## config.mk

```make
export PLATFORM = sky130hd
export DESIGN_NAME = addsub_arbiter
export DESIGN_NICKNAME = d
export VERILOG_FILES = /design/src/rtl/addsub_arbiter.sv
export SDC_FILE = /design/constraint.sdc
export NUM_CORES = 1
export LEC_CHECK = 0
export BUFFER_PORTS_ARGS = -buffer_cell sky130_fd_sc_hd__buf_2
export CORE_ASPECT_RATIO = 0.7
export CORE_MARGIN = 10
export CORE_UTILIZATION = 40
export DETAILED_ROUTE_END_ITERATION = 8
export GPL_TIMING_DRIVEN = 0
export HOLD_SLACK_MARGIN = 0.05
export PLACE_DENSITY = 0.69
export SETUP_SLACK_MARGIN = 0.2
export SLEW_MARGIN = 25
export SYNTH_ARGS = -nofsm -noshare
export SYNTH_HDL_FRONTEND = slang
export SYNTH_SLANG_ARGS = --single-unit
```

## constraint.sdc

```tcl
create_clock -name clk -period 5 [get_ports clk]
set_input_delay 0.5 -clock clk [delete_from_list [all_inputs] [get_ports clk]]
set_output_delay 0.5 -clock clk [all_outputs]
set_load 0.01 [all_outputs]
```

## src/rtl/addsub_arbiter.sv

```systemverilog
// ---------------------------------------------------------------------------
// addsub_arbiter
//
// Two-requester round-robin front end for a shared WIDTH-bit adder/subtractor.
// One operation is in flight at a time: it is accepted in IDLE, computed in
// EXEC, and presented in RESP until the consumer takes it.
//
// Ports
//   clk                  clock, rising-edge
//   rst                  asynchronous active-high reset
//   reqN_valid           requester N has an operation pending (N = 0, 1)
//   reqN_a, reqN_b       requester N operands (WIDTH bits)
//   reqN_op              0 = a + b, 1 = a - b
//   reqN_ready           requester N accepted this cycle (IDLE only)
//   rsp_valid            rsp_* carries a valid result
//   rsp_id               index of the requester owning the result
//   rsp_result           sum/difference modulo 2^WIDTH
//   rsp_cout             carry-out; for subtract 1 means a >= b (no borrow)
//   rsp_ready            consumer takes the result this cycle
// ---------------------------------------------------------------------------
module addsub_arbiter #(
    parameter int WIDTH = 16
) (
    input  logic             clk,
    input  logic             rst,

    input  logic             req0_valid,
    input  logic [WIDTH-1:0] req0_a,
    input  logic [WIDTH-1:0] req0_b,
    input  logic             req0_op,
    output logic             req0_ready,

    input  logic             req1_valid,
    input  logic [WIDTH-1:0] req1_a,
    input  logic [WIDTH-1:0] req1_b,
    input  logic             req1_op,
    output logic             req1_ready,

    output logic             rsp_valid,
    output logic             rsp_id,
    output logic [WIDTH-1:0] rsp_result,
    output logic             rsp_cout,
    input  logic             rsp_ready
);

    typedef enum logic [1:0] {
        IDLE = 2'd0,
        EXEC = 2'd1,
        RESP = 2'd2
    } state_t;

    state_t           state;
    logic [WIDTH-1:0] a_q;
    logic [WIDTH-1:0] b_q;
    logic             op_q;
    logic             id_q;
    logic             last_grant;   // requester whose operation completed last

    logic             grant_any;
    logic             grant_id;
    logic [WIDTH:0]   sum;

    // Round-robin pick: on contention the requester not served last wins;
    // a lone requester always wins.
    always_comb begin
        // NOTE: every always_comb output gets a default first so no path
        // leaves it unassigned, which would infer a latch.
        grant_any = req0_valid | req1_valid;
        grant_id  = 1'b0;
        if (req0_valid && req1_valid)
            grant_id = ~last_grant;
        else if (req1_valid)
            grant_id = 1'b1;
    end

    // Ready is combinational so the grant is visible in the accepting cycle;
    // gating with rst keeps it low while reset is held.
    assign req0_ready = !rst && (state == IDLE) && grant_any && !grant_id;
    assign req1_ready = !rst && (state == IDLE) && grant_any &&  grant_id;

    // Subtract as a + ~b + 1, so the carry-out doubles as "no borrow".
    assign sum = {1'b0, a_q} + {1'b0, (op_q ? ~b_q : b_q)} + {{WIDTH{1'b0}}, op_q};

    always_ff @(posedge clk or posedge rst) begin
        if (rst) begin
            state      <= IDLE;
            a_q        <= '0;
            b_q        <= '0;
            op_q       <= 1'b0;
            id_q       <= 1'b0;
            last_grant <= 1'b1;         // makes requester 0 win the first tie
            rsp_valid  <= 1'b0;
            rsp_id     <= 1'b0;
            rsp_result <= '0;
            rsp_cout   <= 1'b0;
        end else begin
            // NOTE: state registers use non-blocking assignments so every
            // flop samples pre-edge values regardless of statement order.
            case (state)
                IDLE: begin
                    if (grant_any) begin
                        a_q   <= grant_id ? req1_a  : req0_a;
                        b_q   <= grant_id ? req1_b  : req0_b;
                        op_q  <= grant_id ? req1_op : req0_op;
                        id_q  <= grant_id;
                        state <= EXEC;
                    end
                end
                EXEC: begin
                    // Operands come from the latched copies, so requester
                    // inputs changing after acceptance cannot disturb this.
                    {rsp_cout, rsp_result} <= sum;
                    rsp_id    <= id_q;
                    rsp_valid <= 1'b1;
                    state     <= RESP;
                end
                RESP: begin
                    if (rsp_ready) begin
                        rsp_valid  <= 1'b0;
                        last_grant <= rsp_id;
                        state      <= IDLE;
                    end
                end
                default: begin
                    state     <= IDLE;
                    rsp_valid <= 1'b0;
                end
            endcase
        end
    end

endmodule

```

==> summary.md <==
| Metric | Value |
|---|---|
| Status | `completed` |
| CP Data Arrival Time | `3320 ps` |
| CTS Buf Count | `5` |
| GRT Total Usage | `0.147` |
| Pwr dens | `886 mW/mm^2` |
| Avg Inst Size Synth | `10.2 um^2` |
| Critical Path End Type | `register` |
| Int Pwr | `1780 uW` |
| CTS tree | `yes` |
| Fmax | `0.321 GHz` |
| Worst vdd ir | `0.313 mV` |
| Via Count | `2,670` |
| Final core occ | `0.511` |
| DRC | `0` |
| Die Height | `93.9 um` |
| GRT met1 Usage | `0.216` |
| Setup bufs post-CTS | `0` |
| Synthesized area | `0.00312 mm^2` |
| Max FO, Critical Path | `10` |
| Ys async rst share | `1.00` |
| Sum Neg Setup Slack | `0 ps` |
| Area Overhead vs Synth | `22.2%` |
| Post-CTS Resized | `0` |
| Vias in the first global route | `2,750` |
| First-pass GRT wire length | `14.2 mm` |
| Pin count of the biggest net entering global routing | `34` |
| Worst slew pin tran | `848 ps` |
| Rows | `26` |
| Initial Util | `0.418` |
| WS Path Type | `reg -> reg` |
| Initial antenna violation count | `0` |
| Die Span X | `126 um` |
| Clock sink count | `56` |
| Port bufs | `91` |
| Core footprint | `0.00745 mm^2` |
| GRT overflow | `0` |
| Critical path data required time | `5210 ps` |
| # IOs | `92` |
| Hpwl dp | `7.08 mm` |
| Clock-pin slew on the worst setup and hold paths | `100 ps` |
| FF+latch count, synth | `56` |
| RSZ-0062 raised after global routing | `no` |
| Yosys warning total | `0` |
| CTS max path bufs | `2` |
| Rel. slew slack | `0.431` |
| Post-synth EDFFs | `0` |
| Sequential Power Share | `0.251` |
| Gate Count Post-Synth | `306` |
| Clock skew | `5.60 ps` |
| Sw Share | `0.473` |
| Synth unique cells | `48` |
| CTS Hold Bufs | `0` |
| P_sw | `1600 uW` |
| Final period util | `0.622` |
| Drt first pass iters | `6` |
| Worst Hold Class | `in -> async` |
| Wire per inst | `17.4 um` |
| LEAKAGE | `0.00196 uW` |
| Minimum clock period | `3110 ps` |
| M2 GR Usage | `0.206` |
| Gate power share | `0.674` |
| Skew-Pair Late Insertion Delay | `310 ps` |
| Routed wire length | `8.77 mm` |
| Number of fill cells | `689` |
| Max-Cap Viols | `0` |
| Seq/Total Area, Yosys | `0.450` |
| DR iter-0 viols | `257` |
| Final Wtd Congestion | `0.880` |
| Die ar. | `0.0118 mm^2` |
| Count of final hold-check violations | `0` |
| ANT cells | `0` |
| Share of layout cells above drive strength 1 | `0.271` |
| Root buf cell | `clkbuf_8` |
| Clock Power Share | `0.075` |
| Max-slew violation count | `0` |
| Nets | `493` |
| Startpoint types | `register` |
| Met3 global-route usage | `0.0440` |
| ANT nets after route | `0` |
| H-tree depth | `2` |
| Fin Hold WS | `163 ps` |
| # setup viols final | `0` |
| DR vias/cell | `5.30` |
| Syn Nets | `394` |
| Busiest grt layer | `met1` |
| Synth Flop Type | `dfrtp_1` |
[cell usage after synthesis (all sizes together), types with 3 or more instances]
master | n | area, um^2
xor2 | 18 | 158
a21o | 6 | 45.0
o311ai | 3 | 33.8
nand2 | 18 | 67.6
xnor2 | 8 | 70.1
o21a | 4 | 30.0
a211oi | 5 | 37.5
inv | 41 | 154
nand2b | 4 | 25.0
nor2 | 8 | 30.0
dfrtp | 55 | 1380
o21ai | 28 | 140
a222oi | 33 | 330
a21oi | 8 | 40.0
ha | 16 | 200
nand3 | 3 | 15.0
clkbuf | 15 | 56.3
[layout make-up]
cell class | instances | area (um^2) | share of cell area
buffer | 17 | 67.6 | 0.0177
clock buffer | 6 | 82.6 | 0.0217
clock inverter | 2 | 10.0 | 0.00263
inverter | 41 | 156 | 0.0411
multi-input combinational | 192 | 1490 | 0.392
sequential | 56 | 1400 | 0.368
tap | 98 | 123 | 0.0322
timing repair buffer | 92 | 475 | 0.125
[registers in the layout (all words and copies together), names as in the netlist]
name / flops
state: 2
rsp_valid: 1
rsp_cout: 1
last_grant: 1
b_q: 16
rsp_id: 1
a_q: 16
op_q: 1
id_q: 1
rsp_result: 16
[cell families after synthesis]
| kind of cell | count (synthesis) | synth area share |
|---|---|---|
| DFF | 56 | 0.450 |
| adders and majority gates | 17 | 0.0707 |
| AOI/OAI and AO/OA | 99 | 0.251 |
| and+or+nand+nor | 48 | 0.0775 |
| muxes | 2 | 0.00682 |
| buffers and inverters | 58 | 0.0711 |
| xor gates and xnor gates | 26 | 0.0731 |
[worst paths after layout]
check | cells after the start | slack, ps | to | start
min reg2reg | 1 | 480 | rsp_result[4] | rsp_result[4]
max in group asynchronous | 3 | 4310 | last_grant | rst
min | 2 | 160 | rsp_result[13] | rst
max | 11 | 1890 | rsp_result[15] | op_q
min in group clk | 3 | 400 | a_q[12] | req1_a[12]
max reg2reg | 11 | 1890 | rsp_result[15] | op_q
[cells in the final DEF (no fill, tap or decap), types with 3 or more instances in the layout]
cell / instances
buf_2: 91
a21oi_1: 8
a222oi_1: 33
dfrtp_1: 55
a211oi_1: 5
nand3_1: 3
clkbuf_1: 15
nand2_1: 18
xor2_1: 18
inv_1: 40
nor2_1: 8
xnor2_1: 8
o21ai_0: 26
clkbuf_8: 6
o21a_1: 4
a21o_1: 6
nand2b_1: 4
ha_1: 16
[routing by layer]
layer,wire length [um],part of all wire
met1,4530,0.52
met4,51,0.0058
met2,3450,0.39
met3,738,0.084
met5,0,0
[critical path, stage by stage (launching register included)]
cell,delay [ps]
dfrtp_1,330
buf_4,170
buf_1,520
xor2_1,150
ha_1,300
clkbuf_1,180
a211oi_1,250
nor2_1,110
o41ai_1,470
o31ai_4,180
a31o_2,280
o311ai_2,70
[metrics by stage]
step,instance area [um^2],worst slack (ps),power [uW],instances
after CTS,3810,1890,3380,504
after floorplan,3120,2260,2520,306
after detailed placement,3720,1930,3100,496
after global routing,3810,1690,3710,504
final,3810,1890,3380,504
after global placement,3690,1830,3050,495
[power by group through the flow]
| stage | registers [uW] | clock network [uW] | logic (uW) |
|---|---|---|---|
| finish | 846 | 254 | 2280 |
| global route | 876 | 282 | 2560 |
| CTS | 847 | 262 | 2270 |
| detailed placement | 856 | 0 | 2250 |
| global placement | 844 | 0 | 2200 |
| floorplan | 850 | 0 | 1670 |
No activity file was read; power rests on OpenSTA's default activity.
